File: config.mk
export PLATFORM = sky130hd
export DESIGN_NAME = reorder_buffer
export DESIGN_NICKNAME = d
export VERILOG_FILES = /design/src/rtl/reorder_buffer_pkg.sv /design/src/rtl/reorder_buffer.sv
export SDC_FILE = /design/constraint.sdc
export NUM_CORES = 2
export LEC_CHECK = 0
export CAP_MARGIN = 20
export CORE_ASPECT_RATIO = 0.6
export CORE_MARGIN = 2
export CORE_UTILIZATION = 50
export CTS_CLUSTER_DIAMETER = 120
export DETAILED_ROUTE_END_ITERATION = 8
export PLACE_DENSITY = 0.68
export SYNTH_ARGS = -nofsm -noshare
export SYNTH_HDL_FRONTEND = slang
export SYNTH_SLANG_ARGS = --single-unit
File: constraint.sdc
create_clock -name clk_in -period 12.29 [get_ports clk_in]
set_input_delay 2.458 -clock clk_in [delete_from_list [all_inputs] [get_ports clk_in]]
set_output_delay 2.458 -clock clk_in [all_outputs]
set_load 0.01 [all_outputs]
File: src/rtl/reorder_buffer_pkg.sv
// Shared widths, slot numbering and store classification for the reorder buffer.
package reorder_buffer_pkg;

  localparam int ROBSize      = 16;
  localparam int ROBIdxWidth  = 4;
  localparam int WordWidth    = 32;
  localparam int RegIdxWidth  = 5;
  localparam int InstrIdWidth = 6;

  // Slot 0 is the "no tag" value, so live positions run 1..15.
  localparam logic [ROBIdxWidth-1:0] FirstPos = 4'd1;
  localparam logic [ROBIdxWidth-1:0] LastPos  = 4'd15;

  // Instruction ids of the store family (byte, half, word).
  localparam logic [InstrIdWidth-1:0] StoreIdFirst = 6'd16;
  localparam logic [InstrIdWidth-1:0] StoreIdLast  = 6'd18;

  // Result of an operand lookup: ready flag plus the value when ready.
  typedef struct packed {
    logic                 ready;
    logic [WordWidth-1:0] res;
  } queryResult_t;

  // True when the instruction id belongs to the store family.
  function automatic logic isStore(input logic [InstrIdWidth-1:0] id);
    return (id >= StoreIdFirst) && (id <= StoreIdLast);
  endfunction

endpackage

File: src/rtl/reorder_buffer.sv
// In-order retirement buffer: allocates tags at issue, captures CDB results,
// retires the head to the register file / LSB and raises a flush on mispredict.
module reorder_buffer
  import reorder_buffer_pkg::*;
(
  input  logic                    clk_in,
  input  logic                    rst_in,
  input  logic                    rdy_in,

  output logic                    rob_full_out,
  output logic [ROBIdxWidth-1:0]  rob_free_pos_out,

  input  logic                    issue_to_rob_en_in,
  input  logic [InstrIdWidth-1:0] issue_to_rob_instr_id_in,
  input  logic [RegIdxWidth-1:0]  issue_to_rob_rd_in,
  input  logic [WordWidth-1:0]    issue_to_rob_pc_in,
  input  logic                    issue_to_rob_pred_jump_in,

  input  logic [ROBIdxWidth-1:0]  rob_query1_pos_in,
  input  logic [ROBIdxWidth-1:0]  rob_query2_pos_in,
  output logic                    rob_query1_ready_out,
  output logic [WordWidth-1:0]    rob_query1_res_out,
  output logic                    rob_query2_ready_out,
  output logic [WordWidth-1:0]    rob_query2_res_out,

  input  logic                    cdb_en_in,
  input  logic [ROBIdxWidth-1:0]  cdb_rob_pos_in,
  input  logic [WordWidth-1:0]    cdb_res_in,
  input  logic                    cdb_jump_in,
  input  logic [WordWidth-1:0]    cdb_next_pc_in,

  output logic                    commit_to_regfile_en_out,
  output logic [InstrIdWidth-1:0] commit_to_regfile_instr_id_out,
  output logic [RegIdxWidth-1:0]  commit_to_regfile_rd_out,
  output logic [ROBIdxWidth-1:0]  commit_to_regfile_rob_pos_out,
  output logic [WordWidth-1:0]    commit_to_regfile_res_out,

  output logic                    commit_to_lsb_en_out,
  output logic [ROBIdxWidth-1:0]  commit_to_lsb_rob_pos_out,

  output logic                    clear_branch_out,
  output logic [WordWidth-1:0]    clear_branch_pc_out
);

  // Control state (reset) and entry payload (written only on issue/CDB).
  logic                    r_valid      [ROBSize];
  logic                    r_ready      [ROBSize];
  logic [InstrIdWidth-1:0] r_instrId    [ROBSize];
  logic [RegIdxWidth-1:0]  r_rd         [ROBSize];
  logic [WordWidth-1:0]    r_pc         [ROBSize];
  logic                    r_predJump   [ROBSize];
  logic [WordWidth-1:0]    r_res        [ROBSize];
  logic                    r_mispredict [ROBSize];
  logic [WordWidth-1:0]    r_nextPc     [ROBSize];

  logic [ROBIdxWidth-1:0]  r_head;
  logic [ROBIdxWidth-1:0]  r_tail;
  logic [ROBIdxWidth-1:0]  r_count;

  logic                    w_full;
  logic                    w_issue;
  logic                    w_cdb;
  logic                    w_commit;
  logic                    w_flush;
  logic                    w_unusedPc;
  queryResult_t            w_query1;
  queryResult_t            w_query2;

  // Successor position on the ring, skipping the reserved slot 0.
  function automatic logic [ROBIdxWidth-1:0] nextPos(input logic [ROBIdxWidth-1:0] pos);
    return (pos == LastPos) ? FirstPos : pos + 4'd1;
  endfunction

  // Operand lookup with same-cycle CDB bypass; tag 0 never reports ready.
  function automatic queryResult_t lookup(input logic [ROBIdxWidth-1:0] pos);
    queryResult_t q;
    q.ready = 1'b0;
    q.res   = '0;
    if (pos != '0) begin
      if (cdb_en_in && (cdb_rob_pos_in == pos)) begin
        q.ready = 1'b1;
        q.res   = cdb_res_in;
      end else if (r_valid[pos] && r_ready[pos]) begin
        q.ready = 1'b1;
        q.res   = r_res[pos];
      end
    end
    return q;
  endfunction

  // The cycle after a flush ignores new issue and CDB traffic; a mispredicted
  // commit flushes everything, so the flush takes priority over issue.
  assign w_full     = (r_count == LastPos);
  assign w_commit   = (r_count != '0) && r_valid[r_head] && r_ready[r_head];
  assign w_flush    = w_commit && r_mispredict[r_head];
  assign w_issue    = issue_to_rob_en_in && !w_full && !clear_branch_out && !w_flush;
  assign w_cdb      = cdb_en_in && r_valid[cdb_rob_pos_in] && !clear_branch_out;

  assign rob_full_out     = w_full;
  assign rob_free_pos_out = r_tail;

  // The issuing PC is held per entry for debug visibility only.
  assign w_unusedPc = ^{issue_to_rob_pc_in, r_pc[r_head]};

  // Resolve both operand lookups combinationally.
  always_comb begin
    w_query1 = lookup(rob_query1_pos_in);
    w_query2 = lookup(rob_query2_pos_in);
  end

  assign rob_query1_ready_out = w_query1.ready;
  assign rob_query1_res_out   = w_query1.res;
  assign rob_query2_ready_out = w_query2.ready;
  assign rob_query2_res_out   = w_query2.res;

  // Valid/ready bits and ring pointers: allocate, capture, retire, flush.
  always_ff @(posedge clk_in or posedge rst_in) begin
    if (rst_in) begin
      for (int i = 0; i < ROBSize; i++) begin
        r_valid[i] <= 1'b0;
        r_ready[i] <= 1'b0;
      end
      r_head  <= FirstPos;
      r_tail  <= FirstPos;
      r_count <= '0;
    end else if (rdy_in) begin
      if (w_flush) begin
        for (int i = 0; i < ROBSize; i++) begin
          r_valid[i] <= 1'b0;
          r_ready[i] <= 1'b0;
        end
        r_head  <= FirstPos;
        r_tail  <= FirstPos;
        r_count <= '0;
      end else begin
        if (w_cdb) begin
          r_ready[cdb_rob_pos_in] <= 1'b1;
        end
        if (w_commit) begin
          r_valid[r_head] <= 1'b0;
          r_ready[r_head] <= 1'b0;
          r_head          <= nextPos(r_head);
        end
        if (w_issue) begin
          r_valid[r_tail] <= 1'b1;
          r_ready[r_tail] <= 1'b0;
          r_tail          <= nextPos(r_tail);
        end
        if (w_issue && !w_commit) begin
          r_count <= r_count + 4'd1;
        end else if (w_commit && !w_issue) begin
          r_count <= r_count - 4'd1;
        end
      end
    end
  end

  // Entry payload; only meaningful while the matching valid bit is set.
  always_ff @(posedge clk_in) begin
    if (rdy_in) begin
      if (w_issue) begin
        r_instrId[r_tail]  <= issue_to_rob_instr_id_in;
        r_rd[r_tail]       <= issue_to_rob_rd_in;
        r_pc[r_tail]       <= issue_to_rob_pc_in;
        r_predJump[r_tail] <= issue_to_rob_pred_jump_in;
      end
      if (w_cdb) begin
        r_res[cdb_rob_pos_in]        <= cdb_res_in;
        r_mispredict[cdb_rob_pos_in] <= (cdb_jump_in != r_predJump[cdb_rob_pos_in]);
        r_nextPc[cdb_rob_pos_in]     <= cdb_next_pc_in;
      end
    end
  end

  // Registered retirement pulses toward the register file, LSB and front end.
  always_ff @(posedge clk_in or posedge rst_in) begin
    if (rst_in) begin
      commit_to_regfile_en_out       <= 1'b0;
      commit_to_regfile_instr_id_out <= '0;
      commit_to_regfile_rd_out       <= '0;
      commit_to_regfile_rob_pos_out  <= '0;
      commit_to_regfile_res_out      <= '0;
      commit_to_lsb_en_out           <= 1'b0;
      commit_to_lsb_rob_pos_out      <= '0;
      clear_branch_out               <= 1'b0;
      clear_branch_pc_out            <= '0;
    end else if (rdy_in) begin
      commit_to_regfile_en_out <= w_commit;
      commit_to_lsb_en_out     <= w_commit && isStore(r_instrId[r_head]);
      clear_branch_out         <= w_flush;
      if (w_commit) begin
        commit_to_regfile_instr_id_out <= r_instrId[r_head];
        commit_to_regfile_rd_out       <= r_rd[r_head];
        commit_to_regfile_rob_pos_out  <= r_head;
        commit_to_regfile_res_out      <= r_res[r_head];
        commit_to_lsb_rob_pos_out      <= r_head;
      end
      if (w_flush) begin
        clear_branch_pc_out <= r_nextPc[r_head];
      end
    end
  end

endmodule

==> impl_metrics.tcl <==
set metrics [dict create \
    status "completed" \
    synth_cell_types 65 \
    routedWlPerCell_um 34.45 \
    hold_viol_final 0 \
    cts_buffers 130 \
    clock-skew-final_ns 0.03469 \
    path_class "input pin to primary output" \
    grt_max_degree 103 \
    row_count 99 \
    final_util_pct 57.46 \
    grt_pass1_wl_um 243900 \
    yosys_warnings 0 \
    hold_path_class "flop to flop" \
    syn_area_per_cell_um2 20.87 \
    synth_top_area_share_pct 60.49 \
    dieArea_um2 125200 \
    synth_edf_count 1232 \
    cts.sinks 1358 \
    port_buffers 250 \
    core_um2 121400 \
    rsz0062_at_grt "false" \
    cpMaxStageDelayCell "clkdlybuf4s50_1" \
    routed.top_layer "met5" \
    slew_headroom_pct 21.59 \
    grtUsageTotal_pct 27.12 \
    drtPass1Iterations 5 \
    fin_nets 3289 \
    drive_gt1_share_pct 34.26 \
    r2r_slack_ns 6.04 \
    cts_max_level 4 \
    area_growth_pct 14.04 \
    drc 0 \
    gp_congestion 0.8848 \
    cts_tree "done" \
    via_per_inst 6.836 \
    finalWirelength_um 167900 \
    drt_iter0_drc 5019 \
    end_kind "primary output" \
    powerDensity_nw_per_um2 190.6 \
    fmax_mhz 112.0 \
    peakVddDrop_mv 0.1568 \
    cts.repair.resized 0 \
    fin_crit_ns 8.932 \
    root_buffer "clkbuf_16" \
    slowest_delay_ns 0.85 \
    cp.arrival_ns 6.47 \
    dp_hpwl_um 91440 \
    worstSkewPairLatency_ns 0.77 \
    hold_buffers 0 \
    tightest_slew_ns 1.176 \
    path_cells "clkdlybuf4s50_1 -> xor2_1 -> nor3_1 -> nand3_2 -> buf_4 -> a21o_2 -> a21oi_1 -> clkdlybuf4s50_1" \
    max_cap_violations 0 \
    grt_overflow_total 0 \
    boundaryPins 283 \
    layout_common_cells "edfxtp_1 (1232), mux4_2 (718), clkdlybuf4s50_1 (242)" \
    die_h_um 274.9 \
    synthArstFlopShare_pct 9.278 \
    wl_met3_um 15800 \
    synth_fp_nets 3067 \
    vias 33330 \
    start_util_pct 50.38 \
    wl_met2_um 81340 \
    worstPathRequired_ns 9.83 \
    critPathMaxFanout 33 \
    yosys.area.top_type "edfxtp_1" \
    grt_antenna_before_repair 7 \
    finalSetupTns_ns 0 \
    syn-cell-area_um2 61160 \
    yosysSeqAreaShare_pct 65.65 \
    cts_setup_buffers 0 \
    critPathLaunchType "input pin" \
    met1_length_um 66300 \
    crit_buf_inv 3 \
    synth_area_leaders "edfxtp_1 (60%), mux4_2 (26%), dfrtp_1 (5.1%)" \
    die_x_um 455.5 \
    path_common_cell "clkdlybuf4s50_1" \
    setup_viol 0 \
    ys.flop_type "edfxtp_1" \
    clk_path_buf_depth 3 \
    detail-route-antenna-nets 0 \
    netlist_instances 2930 \
    finalCritPeriodShare_pct 72.68 \
    synth-seq-cells 1358 \
    leakage_nw 22.14 \
    clkSlewWorstSetupHoldPaths_ns 0.06 \
    path_delay_family "buffers and inverters" \
    final_common_cell "edfxtp_1" \
    drv_slew 0 \
    grt_pass1_vias 34350 \
]
## final cells by class
| cell class | instances | area [µm²] |
|---|---|---|
| Inverter | 37 | 188.9 |
| Antenna cell | 2 | 5.005 |
| Timing Repair Buffer | 312 | 3019 |
| Fill cell | 8785 | 51640 |
| Sequential cell | 1358 | 40160 |
| Tap cell | 1616 | 2022 |
| Multi-Input combinational cell | 1313 | 20080 |
| Clock buffer | 171 | 3551 |
| Clock inverter | 66 | 721.9 |
## registers in the layout, summed over array words and instances (netlist names)
| register | cells |
|---|---|
| r_head | 4 |
| r_rd | 80 |
| commit_to_regfile_en_out | 1 |
| r_valid | 16 |
| commit_to_regfile_instr_id_out | 6 |
| clear_branch_pc_out | 32 |
| rob_free_pos_out | 4 |
| r_ready | 16 |
| clear_branch_out | 1 |
| commit_to_lsb_rob_pos_out | 4 |
| commit_to_regfile_rd_out | 5 |
| r_nextPc | 512 |
| r_res | 512 |
| commit_to_regfile_res_out | 32 |
| r_mispredict | 16 |
| r_count | 4 |
| commit_to_lsb_en_out | 1 |
| r_instrId | 96 |
| r_predJump | 16 |
## synthesized netlist by cell type (3+ instances only)
library cell and n:
nand3b_1 4, and3_1 10, xor2_1 7, o22ai_1 5
buf_1 45, mux2i_1 12, a221o_1 4, o21ai_0 15
nor2_1 30, ha_1 10, clkbuf_1 129, xnor2_1 3
a21oi_1 74, a31oi_1 19, and2_1 3, nor2b_1 7
buf_2 41, nand2_1 190, nor3_1 6, dfrtp_1 124
buf_4 5, o211ai_1 3, nand4_1 6, a31o_2 9
nand3_1 18, edfxtp_1 1232, or2_2 4, mux2_2 73
nor4_1 3, mux2_1 3, a22oi_1 12, inv_1 35
a21o_1 3, mux4_2 718, o2bb2ai_1 14, o21a_1 9
## final timing paths
path                                                                     from                                       endpoint  depth (start not counted)
worst max register to register                          r_head[1]$_DFFE_PP0P_                       r_predJump[13]$_DFFE_PP_                          9
max in group asynchronous                                              rst_in                          r_head[1]$_DFFE_PP0P_                          3
worst max-delay path                                        cdb_rob_pos_in[1]                          rob_query1_res_out[1]                          8
min in group asynchronous                                              rst_in            clear_branch_pc_out[13]$_DFFE_PP0P_                          2
worst min register to register  commit_to_regfile_instr_id_out[4]$_DFFE_PP0P_  commit_to_regfile_instr_id_out[4]$_DFFE_PP0P_                          2
worst min-delay path            commit_to_regfile_instr_id_out[4]$_DFFE_PP0P_  commit_to_regfile_instr_id_out[4]$_DFFE_PP0P_                          2
## worst min-delay path: cells and delay by family, from the launching register on
family	cells	cell delay, ns
AOI/OAI and AO/OA	1	0.06
and+or+nand+nor	1	0.05
DFF	1	0.36
## stage by stage
| stage | power, mW | std cells | hold slack [ns] | area (µm²) | worst slack (ns) |
|---|---|---|---|---|---|
| floorplan | 7.985 | 2930 | 0.4884 | 61160 | 5.315 |
| global placement | 9.248 | 4632 | 0.4848 | 65400 | 3.447 |
| detailed placement | 9.311 | 4632 | 0.4851 | 65400 | 3.469 |
| CTS | 13.35 | 4869 | 0.5101 | 69670 | 3.469 |
| global route | 13.77 | 4874 | 0.5196 | 69740 | 3.279 |
| finish | 13.29 | 4875 | 0.5041 | 69750 | 3.358 |
## cells by family (layout without fill, tap and decap cells)
| logic type | Yosys count | in the layout | share of synthesized area, % |
|---|---|---|---|
| DFF | 1358 | 1358 | 65.65 |
| muxes | 806 | 806 | 28.03 |
| and+or+nand+nor | 301 | 301 | 2.199 |
| buffers and inverters | 259 | 586 | 1.729 |
| AOI/OAI and AO/OA | 185 | 185 | 2.011 |
| adders and majority gates | 11 | 11 | 0.2373 |
| xor gates and xnor gates | 10 | 10 | 0.1432 |
| other | 0 | 2 | 0 |
## routing by layer
metal	track usage, %	vias up
li1	-	13030
met1	38.37	17990
met2	43.34	1984
met3	5.435	311
met4	8.246	6
met5	0	-
## power by group
part / switching, mW / internal [mW]
logic: 1.82 / 1.84
clock network: 1.76 / 2.31
registers: 0.275 / 5.29
total: 3.85 / 9.44
No activity file was read; power rests on OpenSTA's default activity.
